<file path="src/rtl/gray_pkg.sv">
// Shared types and gray-code helpers for the gray stepping controller.
package gray_pkg;

  localparam int GRAY_WIDTH = 4;

  typedef enum logic [1:0] {
    IDLE  = 2'd0,
    RUN   = 2'd1,
    PAUSE = 2'd2
  } state_e;

  // Operates on 32 bits; callers zero-extend narrower values and truncate the result.
  function automatic logic [31:0] bin2gray(input logic [31:0] b);
    return b ^ (b >> 1);
  endfunction

  function automatic logic [31:0] gray2bin(input logic [31:0] g);
    logic [31:0] b;
    b[31] = g[31];
    for (int i = 30; i >= 0; i--) begin
      b[i] = b[i+1] ^ g[i];
    end
    return b;
  endfunction

endpackage

</file>
<file path="src/rtl/gray_updown_ctr.sv">
// Binary up/down counter with registered gray-code output and wrap pulse.
module gray_updown_ctr
  import gray_pkg::*;
#(
  parameter int WIDTH = GRAY_WIDTH
) (
  input  logic             clk,
  input  logic             reset,
  input  logic             en,
  input  logic             dir,
  input  logic             load,
  input  logic [WIDTH-1:0] load_val,
  output logic [WIDTH-1:0] q,
  output logic             wrap
);

  logic [WIDTH-1:0] r_bin;
  logic [WIDTH-1:0] r_q;
  logic             r_wrap;
  logic [WIDTH-1:0] w_next;

  always_comb begin
    w_next = dir ? (r_bin - WIDTH'(1)) : (r_bin + WIDTH'(1));
  end

  always_ff @(posedge clk or negedge reset) begin
    if (!reset) begin
      r_bin  <= '0;
      r_q    <= '0;
      r_wrap <= 1'b0;
    end else begin
      r_wrap <= 1'b0;
      if (load) begin
        r_bin <= load_val;
        r_q   <= WIDTH'(bin2gray(32'(load_val)));
      end else if (en) begin
        r_bin  <= w_next;
        r_q    <= WIDTH'(bin2gray(32'(w_next)));
        // Wrap is detected on the binary value before the step.
        r_wrap <= dir ? (r_bin == '0) : (r_bin == '1);
      end
    end
  end

  assign q    = r_q;
  assign wrap = r_wrap;

endmodule

</file>
<file path="src/rtl/gray_step_ctrl.sv">
// Runs a gray counter for a captured number of steps with pause/abort/load control.
//   state | meaning
//   IDLE  | no run; load and start accepted
//   RUN   | stepping once per edge until remaining count is exhausted
//   PAUSE | run held; resumes stepping on the first edge with pause low
module gray_step_ctrl
  import gray_pkg::*;
#(
  parameter int WIDTH = GRAY_WIDTH
) (
  input  logic             clk,
  input  logic             reset,
  input  logic             start,
  input  logic             dir,
  input  logic [WIDTH-1:0] len,
  input  logic             pause,
  input  logic             abort,
  input  logic             load,
  input  logic [WIDTH-1:0] load_val,
  output logic [WIDTH-1:0] q,
  output logic             busy,
  output logic             done,
  output logic             wrap
);

  state_e           r_state;
  logic [WIDTH-1:0] r_rem;
  logic             r_dir;
  logic             r_busy;
  logic             r_done;
  logic             w_active;
  logic             w_step;
  logic             w_load;

  always_comb begin
    w_active = (r_state != IDLE);
    w_step   = w_active && !abort && !pause && (r_rem != '0);
    w_load   = !w_active && load;
  end

  always_ff @(posedge clk or negedge reset) begin
    if (!reset) begin
      r_state <= IDLE;
      r_rem   <= '0;
      r_dir   <= 1'b0;
      r_busy  <= 1'b0;
      r_done  <= 1'b0;
    end else begin
      r_done <= 1'b0;
      case (r_state)
        IDLE: begin
          if (start && !load) begin
            r_rem   <= len;
            r_dir   <= dir;
            r_busy  <= 1'b1;
            r_state <= RUN;
          end
        end
        RUN, PAUSE: begin
          if (abort) begin
            r_busy  <= 1'b0;
            r_state <= IDLE;
          end else if (pause) begin
            r_state <= PAUSE;
          end else if (r_rem <= WIDTH'(1)) begin
            // Covers both the final step and a zero-length run.
            r_rem   <= '0;
            r_done  <= 1'b1;
            r_busy  <= 1'b0;
            r_state <= IDLE;
          end else begin
            r_rem   <= r_rem - WIDTH'(1);
            r_state <= RUN;
          end
        end
        default: begin
          r_busy  <= 1'b0;
          r_state <= IDLE;
        end
      endcase
    end
  end

  gray_updown_ctr #(.WIDTH(WIDTH)) u_ctr (
    .clk      (clk),
    .reset    (reset),
    .en       (w_step),
    .dir      (r_dir),
    .load     (w_load),
    .load_val (load_val),
    .q        (q),
    .wrap     (wrap)
  );

  assign busy = r_busy;
  assign done = r_done;

endmodule

</file>
<file path="config.mk">
export PLATFORM = sky130hd
export DESIGN_NAME = gray_step_ctrl
export DESIGN_NICKNAME = d
export VERILOG_FILES = /design/src/rtl/gray_pkg.sv /design/src/rtl/gray_updown_ctr.sv /design/src/rtl/gray_step_ctrl.sv
export SDC_FILE = /design/constraint.sdc
export NUM_CORES = 1
export LEC_CHECK = 0
export BUFFER_PORTS_ARGS = -buffer_cell sky130_fd_sc_hd__buf_4
export CORE_MARGIN = 2
export CORE_UTILIZATION = 58
export CTS_CLUSTER_SIZE = 20
export DETAILED_ROUTE_END_ITERATION = 16
export PLACE_DENSITY = 0.83
export SLEW_MARGIN = 20
export SYNTH_ARGS = -nofsm -noshare
export SYNTH_HDL_FRONTEND = slang
export SYNTH_SLANG_ARGS = --single-unit
</file>
<file path="constraint.sdc">
create_clock -name clk -period 3 [get_ports clk]
set_clock_uncertainty 0.05 [all_clocks]
set_input_delay 0.3 -clock clk [delete_from_list [all_inputs] [get_ports clk]]
set_output_delay 0.3 -clock clk [all_outputs]
set_load 0.005 [all_outputs]
</file>
## Yosys cells after proc, flatten, opt, wreduce, memory -nomap -nowiden

Cells that the tools add are included.

- Input bits: 15
- Register bits: 18

- Eq/ne operators: 8
- Reduce and logical (&&, ||, !) cells: 19
- $lt $le $gt $ge: 1
- $add $sub $neg: 3
- Muxes and demuxes: 27
- Bitwise logic cells: 2

Operators with widths:

| cell | number |
|---|---|
| 4-bit two-way mux | 9 |
| 1-bit two-way mux | 12 |
| 4-bit one-hot mux with 2 select lines | 1 |
| 4-bit by 1-bit subtractor with 4-bit output (second input constant) | 2 |
| 4-bit by 3-bit bitwise XOR with 4-bit output | 2 |
| 2-bit two-way mux | 3 |
| 2-bit != test (second input constant) | 3 |
| 3-bit != test (second input constant) | 2 |
| 2-bit nonzero test | 3 |
| 1-bit logical AND | 5 |
| 4-bit by 1-bit adder with 4-bit output (second input constant) | 1 |
| 4-bit equality test (second input constant) | 1 |
| 4-bit by 1-bit less-or-equal comparator with 1-bit output (second input constant) | 1 |
| 1-bit zero test | 4 |
| 4-bit zero test | 1 |
| 2-bit one-hot mux with 2 select lines | 1 |
| 4-bit AND reduction | 1 |
| 4-bit nonzero test | 1 |
| 3-bit AND reduction | 1 |
| 2-bit by 1-bit equality test with 1-bit output (second input constant) | 1 |
| 2-bit equality test (second input constant) | 1 |
| 2-bit zero test | 1 |
| 1-bit one-hot mux with 2 select lines | 1 |
| 2-bit AND reduction | 1 |
| 2-bit OR reduction | 1 |

## Logic depth before layout (Yosys ltp)

- Word-level depth: 6
- Depth in mapped cells: 7
- Depth with buffers taken out: 6

## By module

A second synthesis with hierarchy kept.

- Cells, all modules: 129
- Area total of the unflattened synthesis: 1,182.4 µm²

Modules (own cells, without submodules):

| module | times used | sequential area each (µm²) | area an instance (µm²) | cells each |
|---|---|---|---|---|
| gray_step_ctrl | 1 | 225.2 | 604.3 | 64 |
| gray_updown_ctr | 1 | 200.2 | 578.1 | 65 |

## Worst setup path after synthesis

No wires, ideal clock.

- Kind: register to register
- From: reg r_state[0]
- To: reg r_rem[2]
- Arrival time: 1,701 ps
- Path buffers: 1
- Setup slack: 1,123 ps
- Cell stages (with the launch flop): 8
- Cells stage by stage: dfrtp_1 inv_1 ha_1 buf_4 or3b_4 a22oi_4 nor2b_1 a221o_1

- Longest elaborated chain between the ends: 4
- Elaborated cells between the ends (all ways): 10
- Classes of those cells: 5 x eq/ne; 1 x mux; 4 x reduce/logical

RTL lines:

| element | line | text |
|---|---|---|
| from (decl) | gray_step_ctrl.sv:26 | `state_e r_state;` |
| from (signal assigned) | gray_step_ctrl.sv:43 | `r_state <= IDLE;` |
| from (signal assigned) | gray_step_ctrl.sv:56 | `r_state <= RUN;` |
| from (signal assigned) | gray_step_ctrl.sv:62 | `r_state <= IDLE;` |
| 2-bit by 1-bit equality test with 1-bit output or 2-bit equality test (tied branches) | gray_step_ctrl.sv:50 | `case (r_state)` |
| 2-bit OR reduction | gray_step_ctrl.sv:50 |  |
| 2-bit != test (no line) or 2-bit nonzero test (tied branches) | - |  |
| 4-bit AND reduction (no line) | - |  |
| to (signal assigned) | gray_step_ctrl.sv:53 | `r_rem <= len;` |
| to (signal assigned) | gray_step_ctrl.sv:72 | `r_rem <= r_rem - WIDTH'(1);` |
| to (decl) | gray_step_ctrl.sv:27 | `logic [WIDTH-1:0] r_rem;` |

Several ways; a longest one is shown, not always the timed one.
A chain may end at the register's enable or synchronous reset.

## Final worst setup path

- From: reg r_state[1]
- To: reg u_ctr.r_q[3] (netlist: u_ctr.q[3])

- Longest elaborated chain between the ends: 5
- Elaborated cells between the ends (all ways): 8
- Classes of those cells: 1 x mux; 7 x reduce/logical

RTL lines:

| element | line | text |
|---|---|---|
| 2-bit nonzero test (*) | gray_step_ctrl.sv:36 | `w_active = (r_state != IDLE);` |
| 1-bit logical AND (3 in a row) | gray_step_ctrl.sv:37 | `w_step = w_active && !abort && !pause && (r_rem != '0);` |
| 2-bit nonzero test (no line) | - |  |
| to (signal assigned) | gray_updown_ctr.sv:35 | `r_q <= WIDTH'(bin2gray(32'(load_val)));` |
| to (signal assigned) | gray_updown_ctr.sv:38 | `r_q <= WIDTH'(bin2gray(32'(w_next)));` |
| to (decl) | gray_updown_ctr.sv:18 | `logic [WIDTH-1:0] r_q;` |

Mark *: on every way between the ends. The rest lies on a longest branch, timed or not.

==> flow_summary.json <==
{
  "status": "finished, final reports clean",
  "synth_most_common_cell": "dfrtp_1",
  "drive_gt1_share_pct": 19.87,
  "place_congestion": 0.8644,
  "sequentialPowerShare_pct": 30.0,
  "finalHoldViolations": 0,
  "crit_required_ns": 3.18,
  "ant_nets": 0,
  "final-max-slew-violation-count": 0,
  "drt_iter0_drc": 43,
  "cts_resized": 0,
  "postLayoutCoreUtil_pct": 71.13,
  "synth_top_area_share_pct": 35.94,
  "die-area_um2": 2418,
  "synth_top_cell_by_area": "dfrtp_1",
  "powerDensity_nw_per_um2": 1137,
  "synth_commonest_cells": "dfrtp_1 (17), nand2_1 (13), nor2_1 (12), inv_1 (10)",
  "fp.dieW_um": 49.18,
  "clock_sinks": 17,
  "power.leakage_nw": 0.6443,
  "io_pins": 22,
  "combPwrFrac_pct": 62.1,
  "worstPathMaxFanout": 12,
  "rows": 16,
  "syn-num-nets": 152,
  "irDropWorstVdd_v": 0.0008839,
  "finalCritPeriodShare_pct": 69.93,
  "grt_pass1_vias": 968,
  "dr_total_vias": 1004,
  "fmax_mhz": 476.7,
  "synthArstFlopShare_pct": 100.0,
  "clockPowerShare_pct": 7.9,
  "wire_per_inst_um": 13.58,
  "postCtsSetupRepairBufs": 0,
  "post-route-min-period_ns": 2.098,
  "syn_area_per_cell_um2": 9.175,
  "final_area_um2": 1381,
  "drv_cap": 0,
  "ys.flop_type": "dfrtp_1",
  "synth.cell_area_um2": 1184,
  "ys_top_cells_by_area": "dfrtp_1 (36%), ha_1 (7.4%), nand2_1 (4.1%)",
  "worstHoldEndpoint": "r_rem[3]",
  "r2r_end": "u_ctr.q[3]",
  "min_from": "len[3]",
  "clk_pin_slew_worst_paths_ns": 0.10,
  "worstPathArrival_ns": 2.28,
  "hold_class": "in2reg",
  "numCtsBuffers": 3,
  "netSwitchingFraction_pct": 44.68,
  "worst_pin_slew_ns": 0.4157,
  "cts_root_buf": "clkbuf_4",
  "tritoncts": "built",
  "wirelength_um": 2417,
  "synth_cells": 129,
  "syn_to_final_growth_pct": 16.70,
  "htreeDepth": 1,
  "min_path_cells": 3,
  "die_y_um": 49.18,
  "cts_buffer_depth": 2,
  "port_buffers": 21,
  "vias_per_cell": 5.640,
  "synth_seq_cells": 17,
  "slew_headroom_pct": 72.28,
  "clock_latency_ns": 0.29,
  "grt_use_total_pct": 23.01,
  "remaining_drc_errors": 0,
  "r2r-start": "r_state[1]",
  "dpl_cell_area_um2": 1345,
  "synthDistinctLibCells": 41,
  "grt_pass1_wl_um": 4319,
  "antenna_found_initial": 0,
  "tns_ns": 0,
  "intPower_uw": 868.7,
  "r2r_cells": 6,
  "dp_hpwl_um": 1851,
  "grt_start_max_net_pins": 18,
  "endpoint_kind": "flop",
  "cp-start-kind": "flop",
  "drtPass1Iterations": 4,
  "p_switching_uw": 701.7,
  "overflow": 0,
  "core_area_um2": 1942,
  "yosysSeqAreaShare_pct": 35.94,
  "synth_warnings": 0,
  "grt_setup_unrepaired": "no",
  "power_mw": 1.570,
  "r2r_slack_ns": 0.90,
  "initial_utilization_pct": 60.95,
  "diodes": 0,
  "crit_type": "reg2reg",
  "fillers": 164,
  "nets": 175,
  "synth_edf_count": 0,
  "setup-violations-final": 0
}
## metal layers
| layer | GRT usage, % | part of all wire [%] |
|---|---|---|
| met1 | 31.46 | 48 |
| met2 | 38.06 | 48 |
| met3 | 4.601 | 3.9 |
| met4 | 4.286 | 0.70 |
| met5 | 0 | 0 |
## metrics by stage
stage / hold slack [ns] / worst slack [ns] / cells
2_1_floorplan: -0.04559 / 1.123 / 129
3_3_place_gp: 0.1232 / 1.014 / 173
3_5_place_dp: 0.1259 / 0.9338 / 173
4_1_cts: 0.1680 / 0.8993 / 178
5_1_grt: 0.1564 / 0.7771 / 178
6_report: 0.1734 / 0.9022 / 178
## how the worst max path moves through the flow
stage | cells after the start | from | to
2_1_floorplan | 7 | r_state[0] | r_rem[2]
3_3_place_gp | 6 | r_state[1] | r_rem[2]
3_5_place_dp | 6 | r_state[1] | r_rem[2]
4_1_cts | 6 | r_state[1] | u_ctr.q[3]
5_1_grt | 6 | r_state[1] | r_rem[2]
6_report | 6 | r_state[1] | u_ctr.q[3]
## critical path, stage by stage, from the launching register on
cell and delay [ns]:
dfrtp_1 0.40, inv_1 0.05, ha_1 0.32, or3_1 0.45
or2_1 0.35, nor4_2 0.28, nand3b_1 0.13
## repair_timing
item                                    in CTS  in global routing
hold buffers                                 1                  0
hold endpoints to repair                    17                  0
endpoints found under the setup margin       0                  0
## power by group through the flow
stage | registers [mW] | logic, mW | clock network (mW)
6_report | 0.471 | 0.975 | 0.125
5_1_grt | 0.489 | 1.09 | 0.140
4_1_cts | 0.469 | 0.976 | 0.126
3_5_place_dp | 0.471 | 0.965 | 0
3_3_place_gp | 0.467 | 0.934 | 0
2_1_floorplan | 0.441 | 0.782 | 0
## placed cells by master, fill, tap and decap left out, types with 3 or more instances in the layout
master	synthesis	layout
buf_4	2	21
dfrtp_1	17	17
nand2_1	13	13
nor2_1	12	12
inv_1	10	10
a31oi_1	7	7
ha_1	7	7
a21oi_1	6	6
nand3_1	5	5
xor2_1	4	4
nor2b_1	3	3
nand3b_1	3	3
xnor2_1	3	3
o21ai_0	3	3
clkbuf_4	0	3
## cell families after synthesis
logic type	count (synthesis)	share of synthesized area [%]
compound gates	26	15.86
xor+xnor	8	7.082
fa+ha+maj	8	9.091
buf+inv	14	5.708
flops	17	35.94
mux	3	2.748
simple gates	53	23.57
## final cells by class
cell class | count | area (um2) | share of cell area, %
Sequential cell | 17 | 425.4 | 30.80
Timing Repair Buffer | 22 | 167.7 | 12.14
Clock buffer | 4 | 26.28 | 1.902
Inverter | 10 | 37.54 | 2.717
Tap cell | 27 | 33.78 | 2.446
Multi-Input combinational cell | 98 | 690.7 | 50.00
## state kept, by name (all words and copies together) (netlist names)
register     count
done             1
busy             1
r_dir            1
u_ctr.r_bin      3
r_state          2
u_ctr.wrap       1
u_ctr.q          4
r_rem            4
(Power assumes the default switching activity.)
